===== config.mk =====
export PLATFORM = sky130hd
export DESIGN_NAME = wb_trace_buffer
export DESIGN_NICKNAME = d
export VERILOG_FILES = /design/src/rtl/trace_pkg.sv /design/src/rtl/trace_fifo.sv /design/src/rtl/wb_trace_buffer.sv
export SDC_FILE = /design/constraint.sdc
export NUM_CORES = 1
export LEC_CHECK = 0
export CAP_MARGIN = 20
export CORE_UTILIZATION = 63
export CTS_CLUSTER_DIAMETER = 100
export DETAILED_ROUTE_END_ITERATION = 6
export DONT_BUFFER_PORTS = 1
export PLACE_DENSITY_LB_ADDON = 0.15
export SYNTH_ARGS = -nofsm -noshare
export SYNTH_HDL_FRONTEND = slang
export SYNTH_HIERARCHICAL = 1
export SYNTH_SLANG_ARGS = --single-unit

===== constraint.sdc =====
create_clock -name Clock -period 12.5 [get_ports Clock]
set_input_delay 3.125 -clock Clock [delete_from_list [all_inputs] [get_ports Clock]]
set_output_delay 3.125 -clock Clock [all_outputs]
set_load 0.05 [all_outputs]

===== src/rtl/trace_pkg.sv =====
// Shared types and entry layout for the write-back trace buffer.
// Entries are packed as {pc, data}, with the PC in the upper half.
package trace_pkg;

   typedef enum logic [1:0] {
      IDLE    = 2'd0,
      ARMED   = 2'd1,
      CAPTURE = 2'd2,
      FROZEN  = 2'd3
   } trace_state_t;

   localparam int DATA_W_DEF = 32;
   localparam int ENTRY_W    = 2 * DATA_W_DEF;
   localparam int DATA_LSB   = 0;

   function automatic int entry_width(input int data_w);
      return 2 * data_w;
   endfunction

   function automatic int pc_lsb(input int data_w);
      return data_w;
   endfunction

endpackage


===== src/rtl/trace_fifo.sv =====
// Synchronous first-word-fall-through FIFO used as the trace store.
// Full is judged before the pop, so a push into a full FIFO is always dropped.
module trace_fifo #(
   parameter int DEPTH = 16,
   parameter int WIDTH = 64,
   localparam int AW   = $clog2(DEPTH)
) (
   input  logic             clk,
   input  logic             reset,
   input  logic             push,
   input  logic             pop,
   input  logic             flush,
   input  logic [WIDTH-1:0] wr_data,
   output logic [WIDTH-1:0] rd_data,
   output logic             full,
   output logic             empty,
   output logic [AW:0]      count
);

   localparam logic [AW:0] FULL_COUNT = (AW + 1)'(DEPTH);

   logic [WIDTH-1:0] mem [DEPTH];
   logic [AW-1:0]    wr_ptr;
   logic [AW-1:0]    rd_ptr;
   logic             do_push;
   logic             do_pop;

   assign full    = (count == FULL_COUNT);
   assign empty   = (count == '0);
   assign do_push = push && !full && !flush;
   assign do_pop  = pop && !empty && !flush;
   assign rd_data = mem[rd_ptr];

   always_ff @(posedge clk) begin
      if (do_push) begin
         mem[wr_ptr] <= wr_data;
      end
   end

   // Pointers rely on DEPTH being a power of two to wrap for free.
   always_ff @(posedge clk) begin
      if (reset || flush) begin
         wr_ptr <= '0;
         rd_ptr <= '0;
         count  <= '0;
      end else begin
         if (do_push) begin
            wr_ptr <= wr_ptr + AW'(1);
         end
         if (do_pop) begin
            rd_ptr <= rd_ptr + AW'(1);
         end
         case ({do_push, do_pop})
            2'b10:   count <= count + (AW + 1)'(1);
            2'b01:   count <= count - (AW + 1)'(1);
            default: count <= count;
         endcase
      end
   end

endmodule


===== src/rtl/wb_trace_buffer.sv =====
// Trigger-started trace capture of fetch PC and write-back data into a FWFT FIFO.
// Optional build macro TRACE_DEDUP_EN suppresses repeated PCs (pipeline stalls) during capture.
module wb_trace_buffer
   import trace_pkg::*;
#(
   parameter int DEPTH      = 16,
   parameter int DATA_W     = 32,
   parameter int POST_COUNT = 8
) (
   input  logic                     Clock,
   input  logic                     Reset,
   input  logic [DATA_W-1:0]        PC_In,
   input  logic [DATA_W-1:0]        WBData_In,
   input  logic [DATA_W-1:0]        Trigger_PC,
   input  logic                     Arm,
   input  logic                     Flush,
   output logic                     Out_Valid,
   input  logic                     Out_Ready,
   output logic [DATA_W-1:0]        Out_PC,
   output logic [DATA_W-1:0]        Out_Data,
   output logic [$clog2(DEPTH):0]   Fill_Count,
   output logic                     Overflow,
   output logic                     Done
);

   localparam int         EW        = entry_width(DATA_W);
   localparam int         PCL       = pc_lsb(DATA_W);
   localparam logic [7:0] POST_LAST = 8'(POST_COUNT);

   trace_state_t      state;
   trace_state_t      next_state;
   logic [7:0]        post_cnt;
   logic [7:0]        post_cnt_next;
   logic [DATA_W-1:0] last_pc;
   logic [DATA_W-1:0] last_pc_next;
   logic              wr_attempt;
   logic              fifo_full;
   logic              fifo_empty;
   logic              pop;
   logic [EW-1:0]     wr_entry;
   logic [EW-1:0]     rd_entry;

   assign wr_entry[PCL +: DATA_W]      = PC_In;
   assign wr_entry[DATA_LSB +: DATA_W] = WBData_In;

   trace_fifo #(
      .DEPTH (DEPTH),
      .WIDTH (EW)
   ) u_fifo (
      .clk     (Clock),
      .reset   (Reset),
      .push    (wr_attempt),
      .pop     (pop),
      .flush   (Flush),
      .wr_data (wr_entry),
      .rd_data (rd_entry),
      .full    (fifo_full),
      .empty   (fifo_empty),
      .count   (Fill_Count)
   );

   always_ff @(posedge Clock) begin
      if (Reset) begin
         state    <= IDLE;
         post_cnt <= '0;
         last_pc  <= '0;
      end else begin
         state    <= next_state;
         post_cnt <= post_cnt_next;
         last_pc  <= last_pc_next;
      end
   end

   // Arm always wins over a same-cycle trigger or capture write and restarts in ARMED.
   always_comb begin
      next_state    = state;
      post_cnt_next = post_cnt;
      last_pc_next  = last_pc;
      wr_attempt    = 1'b0;
      case (state)
         IDLE: begin
            if (Arm) begin
               next_state    = ARMED;
               post_cnt_next = '0;
            end
         end
         ARMED: begin
            if (Arm) begin
               post_cnt_next = '0;
            end else if (PC_In == Trigger_PC) begin
               wr_attempt    = 1'b1;
               post_cnt_next = 8'd1;
               last_pc_next  = PC_In;
               next_state    = (POST_LAST == 8'd1) ? FROZEN : CAPTURE;
            end
         end
         CAPTURE: begin
            if (Arm) begin
               next_state    = ARMED;
               post_cnt_next = '0;
            end else begin
`ifdef TRACE_DEDUP_EN
               if (PC_In != last_pc) begin
`else
               begin
`endif
                  wr_attempt    = 1'b1;
                  post_cnt_next = post_cnt + 8'd1;
                  last_pc_next  = PC_In;
                  if ((post_cnt + 8'd1) == POST_LAST) begin
                     next_state = FROZEN;
                  end
               end
            end
         end
         FROZEN: begin
            if (Arm) begin
               next_state    = ARMED;
               post_cnt_next = '0;
            end
         end
         default: next_state = IDLE;
      endcase
   end

   always_ff @(posedge Clock) begin
      if (Reset || Arm) begin
         Overflow <= 1'b0;
      end else if (wr_attempt && fifo_full && !Flush) begin
         Overflow <= 1'b1;
      end
   end

   assign Out_Valid = !fifo_empty;
   assign pop       = Out_Valid && Out_Ready;
   assign Out_PC    = Out_Valid ? rd_entry[PCL +: DATA_W] : '0;
   assign Out_Data  = Out_Valid ? rd_entry[DATA_LSB +: DATA_W] : '0;
   assign Done      = (state == FROZEN);

endmodule


==> run summary, run 1 <==
DP HPWL: 45600 um
initial DRC count: 2000
fill count: 3665
crit path max fanout: 37
via count: 19.2k
Crit path max-delay family: simple AND/OR/NAND/NOR gates
routability-driven placement congestion ratio: 0.765
sequential area share after synthesis: 76.9%
Detailed Routing Iterations Pass 1: 7
GRT Overall Usage: 27.1%
met2 usage: 44.3%
n_diodes: 0
Mapped Nets: 2008
Setup Skew: 0.0228 ns
Clock Tree Root: clkbuf_16
worst vdd ir: 0.124 mV
most used cell along the critical path: nand2_1
largest net degree at the start of global routing: 151
wire length per cell: 30.3 um
setup violators final: 0
final core utilization: 70.8%
FF+latch count, synth: 1052
fmax: 136 MHz
Die Wd: 256 um
synthesis-to-finish area growth: 10.2%
YS warnings: 6
Buffers on Ports: 0
Hold Crit Class: flip-flop to flip-flop
Max Root-Sink Buffers: 3
setup TNS: 0 ns
Initial Util: 64.2%
max cap viols: 0
Post-Syn Area: 40700 um^2
full die area: 65700 um^2
ys async rst share: 0%
Final nets: 2049
busiest grt layer: met2
final antenna-violating net count: 0
RSZ-0062 raised after global routing: false
Clock Latency Late Sink: 0.65 ns
Pleak: 13.7 nW
pwr dens: 154 nW/um^2
Rows: 92
minimum clock period: 7.33 ns
final hold vios: 0
DRC: 0
Yosys cell types: 49
Tcrit/Tclk final: 58.6%
global-route wire length before repair: 128000 um
H-tree depth: 3
layout cells sized above 1: 23.1%
GRT met1 Usage: 37.2%
total grt overflow: 0
Least-Margin Pin Slew: 1.14 ns
vias in the first global route: 20.0k
arrival time at the worst endpoint: 7.60 ns
dpl cell area: 41700 um^2
CTS tree: built
Core ar.: 63400 um^2
DR vias/cell: 6.70
Post-synth EDFFs: 1024
antenna violations before repair: 4
final WL: 86800 um
Post-CTS Resized: 0
met3 Resource Use GR: 5.85%
postcts setup bufs: 0
synthesized area per cell: 21.5 um^2
kind of critical path: input pin to flip-flop
critical path's slowest cell: nor2_4
Crit path buffers/inverters: 1
top_reg_cell synth: edfxtp_1
Setup crit start kind: input pin
crit-path max cell delay: 0.93 ns
Die H: 256 um
CP endpoint kind: flip-flop
IO Count: 173
CTS hold repair buffers: 0
Max-Slew Margin vs Limit: 24.2%
crit-path cells: xor2_1 -> nor4_1 -> nand4_1 -> nor2_1 -> nand2_1 -> a211oi_1 -> nand2b_1 -> a21oi_1 -> nand2_1 -> nor2_4 -> buf_4
status: completed
Syn Inst Count: 1894
CTS buffer count: 102
CTS clk-pin slew, worst paths: 0.06 ns
WP data required: 12.76 ns
clock sink total: 1052
cell area after layout: 44900 um^2
Final Max Slew Viols: 0
==> Yosys cell counts, types with 3 or more instances <==
library cell  number  area, um^2
a211oi_1           4        30.0
a21oi_1           10        50.1
a22oi_1          128         961
a31oi_1            5        31.3
buf_1             11        41.3
buf_2             18        90.1
buf_4              7        52.6
buf_6             14         158
clkbuf_1          51         191
dfxtp_1           28         561
edfxtp_1        1024       30700
ha_1              13         163
inv_1             12        45.0
mux2i_1           10         100
mux4_2           256        5770
nand2_1           79         297
nand2b_1           3        18.8
nand3_1           11        55.1
nand4_1            4        25.0
nor2_1            33         124
nor2b_1           70         438
nor3_1             9        45.0
nor3b_1            5        37.5
nor4_1            11        68.8
o211ai_1           3        22.5
o21ai_0            6        30.0
or3_1              3        18.8
xor2_1            37         324
==> kinds of logic (layout without fill, tap and decap cells) <==
| family | count (synthesis) | after routing | share of synthesized area (%) |
|---|---|---|---|
| DFF | 1052 | 1052 | 76.9 |
| and+or+nand+nor | 243 | 243 | 3.08 |
| xor gates and xnor gates | 39 | 39 | 0.838 |
| adders and majority gates | 13 | 13 | 0.399 |
| buffers and inverters | 114 | 239 | 1.43 |
| AOI/OAI and AO/OA | 167 | 167 | 3.00 |
| muxes | 266 | 266 | 14.4 |
==> sequential cells by signal, indices dropped and copies added, names as in the netlist, named ones only <==
name           flops
u_fifo/count       5
u_fifo/rd_ptr      4
u_fifo/mem      1024
Overflow           1
state              2
u_fifo/wr_ptr      4
post_cnt           8
==> layout make-up <==
type                       instances  area (um^2)  area share [%]
clock buffer                     124         2640            5.87
inverter                          13         48.8           0.109
multi-input combinational        728         8990            20.0
clock inverter                    64          480            1.07
sequential                      1052        31300            69.8
timing repair buffer              38          358           0.797
tap                              846         1060            2.36
==> routing by layer <==
metal,vias up,wire (um)
met2,874,44000
met1,10202,33200
met3,124,7670
met4,4,1920
li1,7992,-
met5,-,33
==> final timing paths <==
| path | slack, ns | startpoint | endpoint | cells after the start |
|---|---|---|---|---|
| setup / recovery | 5.17 | Trigger_PC[29] | u_fifo/mem[13][10] | 11 |
| hold / removal | 0.51 | u_fifo/rd_ptr[3] | flip-flop | 2 |
| setup reg to reg | 7.84 | u_fifo/count[3] | u_fifo/count[4] | 13 |
| hold reg to reg | 0.51 | u_fifo/rd_ptr[3] | flip-flop | 2 |
==> worst min-delay path: cells and delay by family (launching register included) <==
family             cells  cell delay, ns
AOI/OAI and AO/OA      1            0.10
DFF                    1            0.31
and+or+nand+nor        1            0.05
==> power breakdown <==
group / internal [mW] / leakage, nW / switching (mW)
clock: 1.62 / 1.53 / 1.25
sequential: 3.88 / 9.43 / 0.00755
combinational: 0.0438 / 2.78 / 0.0949
total: 5.55 / 13.7 / 1.36
==> placed cells by master (no fill, tap or decap), drive strengths merged, types with 2 or more instances in the layout <==
master	n
bufinv	6
dfxtp	28
inv	16
and3	2
xor2	37
a31oi	5
clkinv	52
o211ai	3
nor2b	70
nand4	4
a21oi	10
or4	3
nor4bb	2
mux4	256
nand3	11
ha	13
nand2b	3
a211oi	4
buf	38
mux2i	10
nor3	9
or2	2
xnor2	2
clkinvlp	3
nor2	33
a21o	2
nand2	79
nor4	11
clkbuf	124
o21ai	8
edfxtp	1024
nor3b	7
a22oi	128
or3	3
==> stage by stage <==
step | worst slack (ns) | total power, mW | hold WS, ns | instances
after detailed placement | 4.54 | 4.10 | 0.489 | 2674
final | 5.17 | 6.90 | 0.509 | 2865
after floorplan | 2.69 | 4.06 | 0.469 | 1894
after CTS | 5.20 | 6.95 | 0.504 | 2862
after global routing | 4.95 | 7.09 | 0.550 | 2865
after global placement | 4.56 | 4.10 | 0.480 | 2674
(Power assumes the default switching activity.)
==> run 2: changes to the inputs <==
CORE_UTILIZATION = 57   (was 63)
clock period = 6.1 ns   (was 12.5 ns; I/O delays follow)
==> run summary, run 2 (synthesis results as in run 1) <==
Die Wd: 269 um (was 256 um)
Setup crit start kind: flip-flop (was input pin)
wire length per cell: 29.9 um (was 30.3 um)
DP HPWL: 49900 um (was 45600 um)
wire length on met1: 36200 um (was 33200 um)
max FFs per register: 1024 (unchanged)
Max Root-Sink Buffers: 3 (unchanged)
Detailed Routing Iterations Pass 1: 5 (was 7)
final antenna-violating net count: 0 (unchanged)
Post-CTS Resized: 0 (unchanged)
area occupied by multi-input gates: 9010 um^2 (was 8990 um^2)
synthesis-to-finish area growth: 11.9% (was 10.2%)
RSZ-0062 raised after global routing: false (unchanged)
DRC: 0 (unchanged)
postcts setup bufs: 0 (unchanged)
DR vias/cell: 6.45 (was 6.70)
max cap viols: 0 (unchanged)
Tcrit/Tclk final: 81.6%
Buffers on Ports: 0 (unchanged)
Least-Margin Pin Slew: 1.15 ns (was 1.14 ns)
kind of critical path: flip-flop to output pin (was input pin to flip-flop)
initial DRC count: 1834 (was 2000)
final hold vios: 0 (unchanged)
largest net degree at the start of global routing: 58 (was 151)
Initial Util: 57.9% (was 64.2%)
Clock Latency Late Sink: 0.66 ns (was 0.65 ns)
Setup Skew: 0.0186 ns (was 0.0228 ns)
GRT Overall Usage: 25.1% (was 27.1%)
via count: 19.3k (was 19.2k)
fin cells: 2984 (was 2865)
CTS clk-pin slew, worst paths: 0.06 ns (about the same)
commonest non-fill, non-tap cell in the layout: edfxtp_1 (unchanged)
metal3 WL: 6460 um (was 7670 um)
CTS buffer count: 102 (unchanged)
crit-path cells: and2_4 -> buf_4 -> a22oi_1 -> nand2_1 -> nor2b_1 (was xor2_1 -> nor4_1 -> nand4_1 -> nor2_1 -> nand2_1 -> a211oi_1 -> nand2b_1 -> a21oi_1 -> nand2_1 -> nor2_4 -> buf_4)
arrival time at the worst endpoint: 3.45 ns (was 7.60 ns)
Core ar.: 70400 um^2 (was 63400 um^2)
crit path max fanout: 52 (was 37)
routability-driven placement congestion ratio: 0.804 (was 0.765)
Rows: 97 (was 92)
clock sink total: 1052 (unchanged)
fmax: 201 MHz
Hold Crit Class: flip-flop to flip-flop (unchanged)
Clock Tree Root: clkbuf_16 (unchanged)
Crit path buffers/inverters: 1 (unchanged)
Max-Slew Margin vs Limit: 23.2% (was 24.2%)
final WL: 89200 um (was 86800 um)
Final nets: 2079 (was 2049)
global-route wire length before repair: 132000 um (was 128000 um)
critical path's slowest cell: and2_4 (was nor2_4)
status: completed (unchanged)
CTS hold repair buffers: 0 (unchanged)
CP endpoint kind: output pin (was flip-flop)
DP Cell Count: 2801 (was 2674)
Crit path max-delay family: simple AND/OR/NAND/NOR gates (unchanged)
Die H: 269 um (was 256 um)
antenna violations before repair: 0 (was 4)
minimum clock period: 4.98 ns
H-tree depth: 3 (unchanged)
vias in the first global route: 20.1k (was 20.0k)
metal2 WL: 43700 um (was 44000 um)
most frequent cells in the layout: edfxtp_1, mux4_2, a22oi_1 (unchanged)
worst hold path cell count: 2 (unchanged)
total grt overflow: 0 (unchanged)
Largest regs: u_fifo/mem x1024, post_cnt x8, u_fifo/count x5 (unchanged)
layout cells sized above 1: 24.4% (was 23.1%)
fill count: 4655 (was 3665)
CTS tree: built (unchanged)
highest metal used: met4 (was met5)
full die area: 72500 um^2 (was 65700 um^2)
Pleak: 14.0 nW (was 13.7 nW)
IO Count: 173 (unchanged)
Total Power: 14.4 mW (was 6.90 mW)
Top reg by flops: u_fifo/mem (unchanged)
WP data required: 4.58 ns (was 12.76 ns)
pwr dens: 316 nW/um^2 (was 154 nW/um^2)
Reg2Reg Setup Slack: 1.53 ns (was 7.84 ns)
Reg area: 31300 um^2 (unchanged)
WP depth: 5 (was 11)
Final Max Slew Viols: 0 (unchanged)
crit-path max cell delay: 0.82 ns (was 0.93 ns)
worst vdd ir: 0.257 mV (was 0.124 mV)
Worst R2R Path Depth: 13 (unchanged)
setup violators final: 0 (unchanged)
run 2: cell types whose count changed in the layout (fill, tap and decap cells not counted), sizes merged:
| cell | change |
|---|---|
| buf | +30 |
| bufinv | +3 |
| clkbuf | -8 |
| clkinv | -2 |
| clkinvlp | +2 |
| diode | +1 |
| inv | -1 |
run 2: report_power, final:
part | switching (mW) | internal (mW) | leakage, nW
Sequential | 0.0154 | 7.95 | 9.43
Combinational | 0.203 | 0.0927 | 2.96
Clock | 2.64 | 3.50 | 1.59
Total | 2.86 | 11.5 | 14.0
run 2: worst register-to-register path, cell delays in order, from the launching register on:
cell	delay, ns
dfxtp_1	0.59
or4_4	0.66
nor2_4	0.83
buf_12	0.29
nor2b_1	0.16
nor2b_1	0.18
o21ai_2	0.15
inv_1	0.08
ha_1	0.30
xor2_1	0.19
ha_1	0.28
o311a_1	0.36
a31oi_1	0.21
mux2i_1	0.21
run 2: metal layers:
metal | GRT usage (%) | vias up
met4 | 8.90 | 0
met2 | 40.1 | 731
met3 | 4.43 | 143
li1 | - | 8064
met1 | 35.2 | 10314
met5 | 0 | -
run 2: final cells by class:
| class | count | share of cell area [%] |
|---|---|---|
| sequential | 1052 | 68.7 |
| multi-input combinational | 728 | 19.8 |
| clock buffer | 116 | 5.81 |
| tap | 940 | 2.58 |
| timing repair buffer | 68 | 1.67 |
| clock inverter | 66 | 1.34 |
| inverter | 13 | 0.107 |
| antenna | 1 | 0.00549 |
run 2: metrics by stage:
stage | worst slack [ns] | utilization [%] | hold WS [ns] | instance area, um^2 | TNS, ns
after floorplan | -0.396 | - | 0.469 | 40800 | -284.85
after global placement | 0.924 | 60.1 | 0.480 | 42300 | 0
after detailed placement | 0.842 | 60.1 | 0.516 | 42300 | 0
after CTS | 1.04 | 64.7 | 0.525 | 45600 | 0
after global routing | 0.919 | 64.7 | 0.550 | 45600 | 0
final | 1.12 | 64.7 | 0.528 | 45600 | 0
run 2: final timing paths:
path	endpoint	startpoint
worst max-delay path	Out_PC[25]	flip-flop
worst min register to register	post_cnt[7]	post_cnt[7]
worst min-delay path	post_cnt[7]	post_cnt[7]
worst max register to register	u_fifo/count[4]	u_fifo/count[1]
==> run 3: changes to the inputs <==
CORE_UTILIZATION = 63   (was 57)
clock period = 5.1 ns   (was 6.1 ns; I/O delays follow)
==> run summary, run 3 (synthesis results as in run 1) <==
status: completed (unchanged)
Internal: 14.4 mW (was 11.5 mW)
vias in the first global route: 20.4k (was 20.1k)
GRT Overall Usage: 28.7% (was 25.1%)
Tcrit/Tclk final: 89.4%
DP Cell Count: 2752 (was 2801)
setup TNS: 0 ns (unchanged)
crit-path max cell delay: 0.77 ns (was 0.82 ns)
layout cells sized above 1: 26.6% (was 24.4%)
largest net degree at the start of global routing: 73 (was 58)
Setup crit start kind: flip-flop (unchanged)
CTS clk-pin slew, worst paths: 0.06 ns (about the same)
setup violators final: 0 (unchanged)
critical path's slowest cell: nor2b_4 (was and2_4)
pwr dens: 385 nW/um^2 (was 316 nW/um^2)
RSZ-0062 raised after global routing: false (unchanged)
wire length on met1: 35600 um (was 36200 um)
CTS buffer count: 101 (was 102)
Final nets: 2123 (was 2079)
H-tree depth: 3 (unchanged)
Clock power frac: 44.4% (was 42.6%)
DP HPWL: 49300 um (was 49900 um)
initial DRC count: 2215 (was 1834)
DRC: 0 (unchanged)
kind of critical path: flip-flop to output pin (unchanged)
Detailed Routing Iterations Pass 1: 5 (unchanged)
sequential share of power: 53.6% (was 55.3%)
highest metal used: met4 (unchanged)
WP data required: 3.83 ns (was 4.58 ns)
IO Count: 173 (unchanged)
worst vdd ir: 0.340 mV (was 0.257 mV)
synthesis-to-finish area growth: 13.6% (was 11.9%)
final WL: 92200 um (was 89200 um)
final hold vios: 0 (unchanged)
setup slack after layout: 0.539 ns (was 1.12 ns)
most frequent cells in the layout: edfxtp_1, mux4_2, a22oi_1 (unchanged)
final core utilization: 72.9% (was 64.7%)
metal3 WL: 7550 um (was 6460 um)
wire length per cell: 31.4 um (was 29.9 um)
cell area after layout: 46300 um^2 (was 45600 um^2)
Die H: 256 um (was 269 um)
post-place setup slack: 0.238 ns (was 0.842 ns)
Final Max Slew Viols: 0 (unchanged)
Rows: 92 (was 97)
Pleak: 14.4 nW (was 14.0 nW)
minimum clock period: 4.56 ns
Crit path buffers/inverters: 2 (was 1)
dpl cell area: 42700 um^2 (was 42300 um^2)
fmax: 219 MHz
fin cells: 2938 (was 2984)
crit-path cells: nor2b_4 -> buf_4 -> a22oi_1 -> nand2_1 -> nor2b_1 -> buf_4 (was and2_4 -> buf_4 -> a22oi_1 -> nand2_1 -> nor2b_1)
arrival time at the worst endpoint: 3.29 ns (was 3.45 ns)
Post-CTS Resized: 0 (unchanged)
max cap viols: 0 (unchanged)
antenna violations before repair: 0 (unchanged)
Top reg by flops: u_fifo/mem (unchanged)
Hold Crit Class: flip-flop to flip-flop (unchanged)
final antenna-violating net count: 0 (unchanged)
n_diodes: 0 (was 1)
DR vias/cell: 6.79 (was 6.45)
metal2 WL: 47100 um (was 43700 um)
clock sink total: 1052 (unchanged)
Crit path max-delay family: simple AND/OR/NAND/NOR gates (unchanged)
crit path max fanout: 25 (was 52)
Setup Skew: 0.0181 ns (was 0.0186 ns)
Max-Slew Margin vs Limit: 34.1% (was 23.2%)
total grt overflow: 0 (unchanged)
global-route wire length before repair: 136000 um (was 132000 um)
most used cell along the critical path: buf_4
CTS hold repair buffers: 0 (unchanged)
full die area: 65700 um^2 (was 72500 um^2)
Least-Margin Pin Slew: 0.986 ns (was 1.15 ns)
Clock Tree Root: clkbuf_16 (unchanged)
commonest non-fill, non-tap cell in the layout: edfxtp_1 (unchanged)
CP endpoint kind: output pin (unchanged)
Sw Share: 19.3% (was 19.8%)
hold slack: 0.517 ns (was 0.528 ns)
Psw: 3.43 mW (was 2.86 mW)
postcts setup bufs: 0 (unchanged)
Buffers on Ports: 0 (unchanged)
max FFs per register: 1024 (unchanged)
combinational share of power: 2.1% (about the same)
Clock Latency Late Sink: 0.65 ns (was 0.66 ns)
Die Wd: 256 um (was 269 um)
Largest regs: u_fifo/mem x1024, post_cnt x8, u_fifo/count x5 (unchanged)
Initial Util: 64.2% (was 57.9%)
Max Root-Sink Buffers: 3 (unchanged)
Total Power: 17.8 mW (was 14.4 mW)
routability-driven placement congestion ratio: 0.804 (about the same)
CTS tree: built (unchanged)
via count: 19.9k (was 19.3k)
Core ar.: 63400 um^2 (was 70400 um^2)
run 3: worst paths after layout:
check             cells past startpoint              from              end  slack (ns)
setup / recovery                      6         flip-flop     Out_Data[19]        0.54
hold / removal                        2  u_fifo/rd_ptr[3]        flip-flop        0.52
setup reg to reg                     12   u_fifo/count[1]  u_fifo/count[2]        1.24
hold reg to reg                       2  u_fifo/rd_ptr[3]        flip-flop        0.52
run 3: layout make-up:
cell class                 instances  area [um^2]
sequential                      1052        31300
fill                            3490        17200
multi-input combinational        728         9010
clock buffer                     119         2730
timing repair buffer             113         1290
tap                              846         1060
clock inverter                    67          803
inverter                          13         48.8
run 3: power groups by stage:
stage	combinational [mW]	sequential, mW	clock (mW)
after floorplan	0.252	9.71	0
after global placement	0.350	9.71	0
after detailed placement	0.358	9.71	0
after CTS	0.366	9.53	7.96
after global routing	0.391	9.53	8.30
final	0.369	9.53	7.89
run 3: tightest hold or removal path, stage by stage (launching register included):
cell and delay, ns:
dfxtp_1 0.31, o211ai_1 0.10, nand2_1 0.06
run 3: per-layer routing:
metal	up-vias	global-route usage (%)
met3	133	4.31
met4	0	7.35
li1	8160	-
met5	-	0
met1	10626	40.5
met2	1019	47.7
